`config.mk`:
```
export PLATFORM = sky130hd
export DESIGN_NAME = key_priority_encoder
export DESIGN_NICKNAME = d
export VERILOG_FILES = /design/src/rtl/key_priority_encoder_pkg.sv /design/src/rtl/sync_fifo.sv /design/src/rtl/key_priority_encoder.sv
export SDC_FILE = /design/constraint.sdc
export NUM_CORES = 1
export LEC_CHECK = 0
export BUFFER_PORTS_ARGS = -buffer_cell sky130_fd_sc_hd__buf_2
export CAP_MARGIN = 10
export CORE_ASPECT_RATIO = 1.25
export CORE_MARGIN = 2
export CORE_UTILIZATION = 60
export DETAILED_ROUTE_END_ITERATION = 8
export PLACE_DENSITY = 0.85
export SYNTH_ARGS = -nofsm -noshare
export SYNTH_HDL_FRONTEND = slang
export SYNTH_SLANG_ARGS = --single-unit
```
`constraint.sdc`:
```
create_clock -name clk -period 5 [get_ports clk]
set_clock_uncertainty 0.05 [all_clocks]
set_input_delay 0.5 -clock clk [delete_from_list [all_inputs] [get_ports clk]]
set_output_delay 0.5 -clock clk [all_outputs]
set_load 0.1 [all_outputs]
```
`src/rtl/key_priority_encoder_pkg.sv`:
```
// Shared constants and types for the key input path and its LED decoder partner.
// The gate code here must match the one the LED decoder uses.
package key_priority_encoder_pkg;

   localparam logic [2:0] ENABLE_CODE = 3'b100;
   localparam int         KEY_W       = 8;
   localparam int         CODE_W      = 3;

   typedef logic [CODE_W-1:0] key_code_t;

   // Index of the highest set bit; bit KEY_W-1 wins. Returns 0 for an all-zero vector.
   function automatic key_code_t encode_msb(input logic [KEY_W-1:0] vec);
      key_code_t code;
      code = '0;
      for (int i = 0; i < KEY_W; i++) begin
         if (vec[i]) code = key_code_t'(i);
      end
      return code;
   endfunction

endpackage

```
`src/rtl/sync_fifo.sv`:
```
// Single-clock FIFO with valid/ready read side and a sticky overflow flag.
// The head is shown combinationally from storage; it reads 0 while the FIFO is empty.
module sync_fifo #(
   parameter int WIDTH = 3,
   parameter int DEPTH = 4
) (
   input  logic             clk,
   input  logic             rst,
   input  logic             push,
   input  logic [WIDTH-1:0] data_in,
   input  logic             ready,
   output logic             valid,
   output logic [WIDTH-1:0] data_out,
   output logic             overflow
);

   localparam int             AW         = $clog2(DEPTH);
   localparam logic [AW:0]    FULL_COUNT = (AW+1)'(DEPTH);

   logic [WIDTH-1:0] mem [DEPTH];
   logic [AW-1:0]    wr_ptr;
   logic [AW-1:0]    rd_ptr;
   logic [AW:0]      count;
   logic             full;
   logic             pop;
   logic             wr_en;

   assign full     = (count == FULL_COUNT);
   assign valid    = (count != '0);
   assign pop      = valid && ready;
   // A pop on the same edge frees the slot, so a full FIFO can still take a push.
   assign wr_en    = push && (!full || pop);
   assign data_out = valid ? mem[rd_ptr] : '0;

   // NOTE: sequential state uses non-blocking assignments so every flop samples pre-edge values.
   always_ff @(posedge clk) begin
      if (!rst) begin
         wr_ptr   <= '0;
         rd_ptr   <= '0;
         count    <= '0;
         overflow <= 1'b0;
      end else begin
         if (wr_en) wr_ptr <= wr_ptr + AW'(1);
         if (pop)   rd_ptr <= rd_ptr + AW'(1);
         case ({wr_en, pop})
            2'b10:   count <= count + (AW+1)'(1);
            2'b01:   count <= count - (AW+1)'(1);
            default: count <= count;
         endcase
         if (push && full && !pop) overflow <= 1'b1;
      end
   end

   // NOTE: storage is deliberately not reset; count gates every read, so stale entries are never seen.
   always_ff @(posedge clk) begin
      if (wr_en) mem[wr_ptr] <= data_in;
   end

endmodule

```
`src/rtl/key_priority_encoder.sv`:
```
// Synchronises and debounces eight active-low keys, priority-encodes new presses
// and queues the key codes for a valid/ready consumer.
module key_priority_encoder
   import key_priority_encoder_pkg::*;
#(
   parameter int DEBOUNCE   = 16,
   parameter int FIFO_DEPTH = 4
) (
   input  logic             clk,
   input  logic             rst,
   input  logic [2:0]       enable,
   input  logic [KEY_W-1:0] keys_n,
   output logic             out_valid,
   output key_code_t        out_code,
   input  logic             out_ready,
   output logic             any_pressed,
   output logic             overflow
);

   localparam logic [7:0] CNT_MAX = 8'(DEBOUNCE - 1);

   logic [KEY_W-1:0] s1;
   logic [KEY_W-1:0] s2;
   logic [KEY_W-1:0] cand;
   logic [KEY_W-1:0] stable;
   logic [KEY_W-1:0] stable_q;
   logic [7:0]       cnt;
   logic [KEY_W-1:0] newpress;
   logic             push;
   key_code_t        code;

   always_ff @(posedge clk) begin
      if (!rst) begin
         s1       <= '1;
         s2       <= '1;
         cand     <= '1;
         stable   <= '1;
         stable_q <= '1;
         cnt      <= '0;
      end else begin
         s1       <= keys_n;
         s2       <= s1;
         stable_q <= stable;
         // Any change in the whole vector restarts the hold timer; cnt saturates at CNT_MAX.
         if (s2 != cand) begin
            cand <= s2;
            cnt  <= '0;
         end else if (cnt == CNT_MAX) begin
            stable <= cand;
         end else begin
            cnt <= cnt + 8'd1;
         end
      end
   end

   // Active-low lines: a press is a stable bit falling from 1 to 0.
   assign newpress    = stable_q & ~stable;
   assign push        = (enable == ENABLE_CODE) && (newpress != '0);
   assign code        = encode_msb(newpress);
   assign any_pressed = ~&stable;

   sync_fifo #(
      .WIDTH (CODE_W),
      .DEPTH (FIFO_DEPTH)
   ) u_fifo (
      .clk      (clk),
      .rst      (rst),
      .push     (push),
      .data_in  (code),
      .ready    (out_ready),
      .valid    (out_valid),
      .data_out (out_code),
      .overflow (overflow)
   );

endmodule
```
**Yosys cells after proc, flatten, opt, wreduce, memory -nomap -nowiden**

Memory sizes are Yosys's and may differ from the RTL's. A register that Yosys moved wholly into a read port is not among the register bits.
Index checks and enable logic that the tools add are counted.

- Output and inout bits: 6
- Latch bits: 0
- Flip-flop bits (word level): 56
- Bits in writable memories: 12
- Memories kept: 1
- Memory bits (read-only): 0
- Word-level logic and storage cells: 54

- Equality and inequality tests: 6
- Reduce and logical (&&, ||, !) cells: 15
- Div/mod/pow operators: 0
- Shifts and indexed selects: 0
- Bitwise logic cells: 4
- Multipliers: 0
- Add/sub/neg operators: 5
- Magnitude comparators: 0
- Muxes and demuxes: 13

Memory list:

| memory | words | bits a word | read ports | clocked after memory_dff | write ports | RTL line | text |
|---|---|---|---|---|---|---|---|
| u_fifo.mem | 4 | 3 | 1 | 1 | 1 | sync_fifo.sv:20 | `logic [WIDTH-1:0] mem [DEPTH];` |

Operators with widths:

| kind | count |
|---|---|
| 3-bit two-way mux | 7 |
| 8-bit by 1-bit adder with 8-bit output (second input constant) | 1 |
| 8-bit bitwise AND | 1 |
| 8-bit by 4-bit == test with 1-bit output (second input constant) | 1 |
| 8-bit inequality test | 1 |
| 8-bit inverter | 1 |
| 8-bit AND reduction | 1 |
| 8-bit nonzero test | 1 |
| 3-bit == test (second input constant) | 2 |
| 3-bit one-hot mux with 2 select lines | 1 |
| 1-bit logical AND | 5 |
| 2-bit by 1-bit adder with 2-bit output (second input constant) | 2 |
| 2-bit two-way mux | 2 |
| 3-bit by 1-bit adder with 3-bit output (second input constant) | 1 |
| 1-bit zero test | 3 |
| 1-bit two-way mux | 3 |
| 3-bit nonzero test | 1 |
| 3-bit by 1-bit subtractor with 3-bit output (second input constant) | 1 |
| 2-bit by 1-bit == test with 1-bit output (second input constant) | 1 |
| 2-bit == test (second input constant) | 1 |
| 1-bit inverter | 2 |
| 2-bit AND reduction | 1 |
| 2-bit nonzero test | 1 |
| 2-bit OR reduction | 1 |
| 1-bit logical OR | 1 |

**Longest topological paths before layout**

Gate-level depths: netlist of the first run.

- Depth after elaboration: 9
- Mapped depth: 10
- Mapped depth without buffers: 10

**By module**

Synthesis of the first run repeated with hierarchy kept, for this count alone.

- Cells, all modules: 257
- Area, all modules: 2822.7 um^2

By module, submodules not included:

| module | area an instance (um^2) | cells each | seq. area each (um^2) | instances |
|---|---|---|---|---|
| key_priority_encoder | 1771.7 | 167 | 960.9 | 1 |
| sync_fifo | 1051.0 | 90 | 560.5 | 1 |

**Worst setup path before layout of the first run**

No wires, ideal clock.

- Path kind: reg-to-reg
- Start: register u_fifo.count[0]
- End: register u_fifo.count[2]
- Path slack: 2054 ps
- Data arrival time: 2820 ps
- Stages on the path, launching flop included: 10
- Library setup time: 76 ps
- Period minus slack after synthesis: 2946 ps
- Cell sequence: dfxtp_1 > or3_1 > clkbuf_1 > and2_1 > ha_1 > inv_1 > fa_1 > xor2_1 > or3_1 > a21boi_0

- Cells in the longest elaborated chain, start to end: 6
- Elaborated cells between the ends (all ways): 12
- Those cells by class: add/sub: 2; eq/ne: 3; mux: 1; reduce/logical: 6

RTL lines:

| what | RTL line | text |
|---|---|---|
| start: declaration | sync_fifo.sv:23 | `logic [AW:0] count;` |
| start signal: assignment | sync_fifo.sv:46 | `2'b10: count <= count + (AW+1)'(1);` |
| start signal: assignment | sync_fifo.sv:47 | `2'b01: count <= count - (AW+1)'(1);` |
| start signal: assignment | sync_fifo.sv:48 | `default: count <= count;` |
| 3-bit nonzero test (*) | sync_fifo.sv:29 | `assign valid = (count != '0);` |
| net out_valid | key_priority_encoder.sv:13 | `output logic out_valid,` |
| 1-bit logical AND (*) | sync_fifo.sv:30 | `assign pop = valid && ready;` |
| net u_fifo.pop | sync_fifo.sv:25 | `logic pop;` |
| 1-bit logical OR | sync_fifo.sv:32 | `assign wr_en = push && (!full \|\| pop);` |
| 1-bit logical AND | sync_fifo.sv:32 |  |
| 2-bit by 1-bit == test with 1-bit output / 2-bit == test (equally long branches) | sync_fifo.sv:45 | `case ({wr_en, pop})` |
| 3-bit one-hot mux with 2 select lines / 2-bit nonzero test (equally long branches) | -- |  |

Mark *: on every way through the listed nets, which the timed path passes. The rest lies on a longest branch.
A chain may end at the register's enable or synchronous reset.

**Worst setup path after layout of the first run**

- Start: register stable_q[3]
- End: register u_fifo.count[2]

- Cells in the longest elaborated chain, start to end: 6
- Elaborated cells between the ends (all ways): 8
- Those cells by class: eq/ne: 2; mux: 1; bitwise: 1; reduce/logical: 4

RTL lines:

| what | RTL line | text |
|---|---|---|
| start: declaration | key_priority_encoder.sv:26 | `logic [KEY_W-1:0] stable_q;` |
| start signal: assignment | key_priority_encoder.sv:43 | `stable_q <= stable;` |
| 8-bit bitwise AND (*) | key_priority_encoder.sv:57 | `assign newpress = stable_q & ~stable;` |
| 8-bit nonzero test (*) | key_priority_encoder.sv:58 | `assign push = (enable == ENABLE_CODE) && (newpress != '0);` |
| 1-bit logical AND (*) | key_priority_encoder.sv:58 |  |
| 1-bit logical AND (*) | sync_fifo.sv:32 |  |
| 2-bit by 1-bit == test with 1-bit output / 2-bit == test (equally long branches) | sync_fifo.sv:45 |  |
| 3-bit one-hot mux with 2 select lines / 2-bit nonzero test (equally long branches) | -- |  |

Every way passes the cells marked *; elsewhere a longest branch is shown, timed or not.

==> impl_metrics.csv, run 1 <==
group,metric,value,unit
status,outcome,"completed",
synthesis,ys_types,38,
worst_hold_path,whs_path_depth,2,
cells_and_area,n_fill_cell,336,
sta,max-slew-margin-rel,44.2,%
synthesis,ys_seq_area_share,55.8,%
global_routing,grt_pass1_wl,7010,microns
cells_and_area,nets,283,
synthesis,syn_area_per_cell,11.4,sq um
synthesis,ys_ff_latch,70,
cts,cts-root-buf,"clkbuf_8",
power_and_ir_drop,p_per_area,364,nW/um^2
cells_and_area,drive_gt1_share,17.6,%
cts,insertion_delay,330,ps
route,viasPerCell,5.14,
cells_and_area,layout_commonest_cell,"dfxtp_1",
global_routing,track_usage,18.6,%
setup_path,crit_arrival,3020,ps
floorplan,die-area,5100,sq um
power_and_ir_drop,peakVddDrop,0.250,mV
synthesis,synth_nets,260,
global_routing,antenna_found_initial,0,
sta,rsz0062_at_grt,"false",
cells_and_area,diodes,0,
placed_design,io_buffers,19,
cells_and_area,seqCellArea,1520,sq um
placed_design,gp_congestion,0.802,
power_and_ir_drop,leakage,0.00114,uW
synthesis,syn_area,2730,sq um
setup_path,reg2regPathDepth,10,
floorplan,dieHeight,79.4,microns
setup_path,crit_type,"flip-flop to flip-flop",
cts,cts_setup_buffers,0,
floorplan,die_w,64.3,microns
cts,cts_made_buffers,9,
sta,setup_viol,0,
route,num_vias,1669,
cts,cts_tree,"done",
setup_path,cp_max_fo,7,
global_routing,grt_pass1_vias,1648,
cts,cts-hold-fix-buffers,0,
synthesis,synthCells,239,
sta,period_needed,2810,ps
global_routing,grt_max_degree,53,
sta,slew_violations,0,
floorplan,core-area,4390,sq um
sta,tightest_slew,837,ps
sta,hold_violations,0,
synthesis,async_reset_ff_share,0,%
synthesis,synth_area_leaders,"dfxtp_1 43%, edfxtp_1 13%, nand2b_1 9.4%",
synthesis,synth_warnings,0,
sta,period_share,56.2,%
cts,cts.htree.levels,3,
placed_design,dpl.hpwl,2850,microns
cts,path_clk_slew,70,ps
synthesis,synth.top_cell.area_share,42.6,%
placed_design,place_area,2870,sq um
cts,clkSinkCount,70,
flow_run,drv_cap,0,
synthesis,yosysTopAreaCell,"dfxtp_1",
cells_and_area,syn_to_final_growth,13.6,%
synthesis,synth-edff-count,12,
cts,cts-resized-gates,0,
setup_path,worst_setup_path_end_kind,"flip-flop",
cts,cts.path.max_buffers,2,
worst_hold_path,hold_class,"input pin to flip-flop",
route,drc,0,
cells_and_area,multi_input_area,1150,sq um
route,first_pass_iters,4,
sta,finalSetupTns,0,ps
synthesis,synth_ff_type,"dfxtp_1",
sta,fmax,356,MHz
route,drt_iter0_drc,47,
route,routed_wl,4040,microns
floorplan,start_util,62.1,%
cells_and_area,final_area,3100,sq um
floorplan,ioPinCount,20,
setup_path,required,5210,ps
floorplan,fp-row-count,27,
cells_and_area,layout_common_cells,"58 x dfxtp_1, 41 x nand2b_1, 19 x buf_2",
global_routing,overflow,0,
route,wl_per_cell,12.4,microns
setup_path,start_kind,"flip-flop",
route,detail-route-antenna-nets,0,
registers in the layout, indices dropped and copies added (netlist names), named ones only:
signal / count
stable: 8
u_fifo.rd_ptr: 2
cnt: 8
u_fifo.wr_ptr: 2
u_fifo.mem: 12
u_fifo.overflow: 1
u_fifo.count: 3
stable_q: 8
s1: 8
cand: 8
s2: 8
final timing paths:
path	start	to	slack, ps
worst min register to register	s1[6]	s2[6]	360
worst max-delay path	stable_q[3]	u_fifo.count[2]	2190
worst max register to register	stable_q[3]	u_fifo.count[2]	2190
worst min-delay path	keys_n[7]	s1[7]	290
layer usage:
metal	vias up	GRT usage [%]	routed length (microns)
li1	848	-	-
met1	771	19.0	1630
met2	33	32.5	2090
met3	17	3.82	129
met4	0	15.3	193
met5	-	0	0
power breakdown:
group          leakage [uW]  switching (uW)  internal [uW]
clock network      0.000113             189            328
logic              0.000446            14.8           12.7
registers          0.000584            3.85            579
total               0.00114             207            921
cells by family (layout without fill, tap and decap cells):
logic type,count (synthesis),count (layout),synth area share (%)
flip-flops,70,70,55.8
AO/OA/AOI/OAI,15,15,3.67
multiplexers,14,14,6.89
XOR/XNOR,17,17,5.46
AND/OR/NAND/NOR,101,101,22.6
buffers and inverters,15,43,2.07
adder cells (fa/ha/maj),7,7,3.49
final cells by class:
class                      count  area share (%)
sequential                    70            49.2
tap                           58            2.34
clock inverter                 5            3.15
timing repair buffer          19            3.07
clock buffer                  11            4.24
multi-input combinational    154            37.1
inverter                       8           0.970
through the flow:
stage	util, %	std cells	worst slack [ps]	power, uW	hold WS [ps]
after global placement	65.3	309	2390	623	338
after floorplan	-	239	2050	615	336
after global routing	70.5	325	2000	1160	287
final	70.5	325	2190	1130	293
after CTS	70.5	325	2190	1140	280
after detailed placement	65.3	309	2260	624	341
worst max-delay path: stages, from the launching register on:
cell and delay (ps):
dfxtp_1 300, nor2b_1 140, a2111oi_0 580, a21oi_1 330, inv_1 120, ha_1 180, inv_1 60, fa_1 370
xor2_1 160, or3_1 300, a21boi_0 150
synth_stat cells, drive strengths merged (6+ instances only):
cell type / n
clkbuf: 7
inv: 8
edfxtp: 12
ha: 6
nand2b: 41
and2: 11
mux2: 8
nor2b: 9
nand2: 9
dfxtp: 58
nor2: 8
xor2: 13
(Power assumes the default switching activity.)
==> inputs of run 2 (changes only) <==
--- a/config.mk
+++ b/config.mk
@@ -9,9 +9,9 @@
 export CAP_MARGIN = 10
 export CORE_ASPECT_RATIO = 1.25
 export CORE_MARGIN = 2
-export CORE_UTILIZATION = 60
+export CORE_UTILIZATION = 58
 export DETAILED_ROUTE_END_ITERATION = 8
-export PLACE_DENSITY = 0.85
+export PLACE_DENSITY = 0.83
 export SYNTH_ARGS = -nofsm -noshare
 export SYNTH_HDL_FRONTEND = slang
 export SYNTH_SLANG_ARGS = --single-unit
==> constraint.sdc (replaced) <==
create_clock -name clk -period 2.7 [get_ports clk]
set_clock_uncertainty 0.05 [all_clocks]
set_input_delay 0.27 -clock clk [delete_from_list [all_inputs] [get_ports clk]]
set_output_delay 0.27 -clock clk [all_outputs]
set_load 0.1 [all_outputs]
==> run 2 against run 1 <==
Effect of this change:
- fmax increased by 11%
- largest power group unchanged
- total power grew 74%
- critical endpoint unchanged
- largest cell class unchanged
- die area increased by 3.2%
- critical path depth did not move
- via count rose by 1.0%
- first-iteration DRC count fell by 11%
==> impl_metrics.csv, run 2 (synthesized netlist as in run 1, its figures left out) <==
group,metric,value,unit
setup_path,critical_path.cell_chain,"nor2b_1, a2111oi_2, a21oi_1, inv_1, ha_1, inv_1, fa_1, xor2_1, or3_1, a21boi_0",
route,detail-route-antenna-nets,0,
sta,period_share,93.6,%
setup_path,worst_setup_path_end_kind,"flip-flop",
setup_path,crit_buf_inv,2,
setup_path,reg2regPathDepth,10,
setup_path,crit_cells,10,
floorplan,ioPinCount,20,
power_and_ir_drop,seq_power_share,54.9,%
power_and_ir_drop,p_sw_share,20.0,%
power_and_ir_drop,peakVddDrop,0.441,mV
setup_path,crit_family,"compound AO/OA/AOI/OAI gates",
floorplan,core-area,4460,sq um
route,num_vias,1686,
global_routing,overflow,0,
cts,cts-root-buf,"clkbuf_8",
sta,rsz0062_at_grt,"false",
power_and_ir_drop,p_int,1570,uW
cts,cts_made_buffers,9,
floorplan,die_w,65.3,microns
power_and_ir_drop,combinationalPowerShare,2.7,%
sta,slew_violations,0,
setup_path,crit_end,"u_fifo.count[2]",
cts,path_clk_slew,70,ps
setup_path,cp_max_fo,3,
cells_and_area,largest_reg_flops,12,
global_routing,grt_pass1_vias,1636,
setup_path,reg2reg_to,"u_fifo.count[2]",
power_and_ir_drop,switching_power,393,uW
setup_path,crit_top_cell,"inv_1",
floorplan,die-area,5270,sq um
cells_and_area,layout_commonest_cell,"dfxtp_1",
cells_and_area,regMostFlops,"u_fifo.mem",
cts,cts.htree.levels,3,
power_and_ir_drop,leakage,0.00115,uW
cts,clkSinkCount,70,
floorplan,dieHeight,80.6,microns
cts,cts.path.max_buffers,2,
global_routing,antenna_found_initial,0,
route,wl_per_cell,12.8,microns
sta,setup_viol,0,
cts,cts_setup_buffers,0,
setup_path,cp-startpoint,"stable_q[3]",
global_routing,track_usage,18.5,%
cells_and_area,diodes,0,
sta,hold_violations,0,
floorplan,start_util,61.1,%
route,drt_iter0_drc,42,
setup_path,max_stage_delay,490,ps
cells_and_area,drive_gt1_share,19.6,%
setup_path,required,2920,ps
setup_path,r2r_start,"stable_q[3]",
route,viasPerCell,5.14,
setup_path,r2r_setup_slack,170,ps
power_and_ir_drop,p_per_area,635,nW/um^2
setup_path,crit_arrival,2740,ps
cts,cts_tree,"done",
cts,cts-hold-fix-buffers,0,
global_routing,grt_max_degree,29,
power_and_ir_drop,clkPwrFrac,42.4,%
sta,timing.hold.ws,57.9,ps
placed_design,io_buffers,19,
sta,finalSetupTns,0,ps
sta,max-slew-margin-rel,52.4,%
cts,insertion_delay,340,ps
route,routed_wl,4210,microns
floorplan,fp-row-count,27,
cells_and_area,layout_common_cells,"58 x dfxtp_1, 41 x nand2b_1, 19 x buf_2",
placed_design,dpl.hpwl,2910,microns
power_and_ir_drop,power,1970,uW
route,first_pass_iters,4,
status,outcome,"completed",
cells_and_area,syn_to_final_growth,13.6,%
sta,period_needed,2530,ps
sta,fmax,396,MHz
route,drc,0,
sta,tightest_slew,707,ps
cells_and_area,nets,286,
setup_path,crit_type,"flip-flop to flip-flop",
setup_path,cp_slowest_cell,"a2111oi_2",
global_routing,grt_pass1_wl,7000,microns
worst_hold_path,hold_class,"input pin to flip-flop",
flow_run,drv_cap,0,
setup_path,start_kind,"flip-flop",
placed_design,gp_congestion,0.750,
-- run 2: cell types whose count changed in the layout (fill, tap and decap cells not counted), sizes merged --
cell,previous run,this run
clkinvlp,0,1
clkinv,2,1
clkbuf,11,13
bufinv,3,1
buf,19,22
-- run 2: area by class of cell --
cell class,count,area (sq um)
flip-flops and latches,70,1520
fillers,351,1360
multi-input cells,154,1150
clock buffers,13,159
repair buffers,22,118
well taps,58,72.6
clock inverters,3,42.5
inverters,8,30.0
-- run 2: how the worst min path moves through the flow --
stage	startpoint	end	slack, ps	cells past startpoint
after global routing	keys_n[4]	s1[4]	60	2
final	keys_n[6]	s1[6]	60	2
after CTS	keys_n[6]	s1[6]	50	2
after floorplan	rst	stable_q[3]	310	1
after global placement	s1[1]	s2[1]	340	1
after detailed placement	s1[6]	s2[6]	340	1
-- run 2: routing by layer --
metal / wire, microns / GRT usage (%) / up-vias / part of all wire (%)
met3: 185 / 7.14 / 13 / 4.4
li1: - / - / 853 / -
met5: 0 / 0 / - / 0
met1: 1620 / 17.7 / 781 / 38
met2: 2290 / 32.8 / 39 / 54
met4: 119 / 11.3 / 0 / 2.8
-- run 2: power groups by stage --
stage | clock network, uW | registers (uW) | logic [uW]
2_1_floorplan | 0 | 1100 | 36.4
3_3_place_gp | 0 | 1100 | 51.4
3_5_place_dp | 0 | 1100 | 53.7
4_1_cts | 853 | 1080 | 54.0
5_1_grt | 902 | 1080 | 59.9
6_report | 834 | 1080 | 52.5
-- run 2: repair_timing --
action                                 CTS  global route
setup endpoints to repair                1             1
gates cloned                             0             0
resized for setup                        1             1
endpoints found under the hold margin    0             0
-- run 2: through the flow --
step / util (%) / std cells / area [sq um] / worst slack, ps
6_report: 69.4 / 328 / 3100 / 174
5_1_grt: 69.4 / 328 / 3100 / 39.5
4_1_cts: 69.3 / 328 / 3090 / 104
3_5_place_dp: 64.8 / 312 / 2890 / 150
3_3_place_gp: 64.8 / 312 / 2890 / 229
2_1_floorplan: - / 239 / 2730 / 215
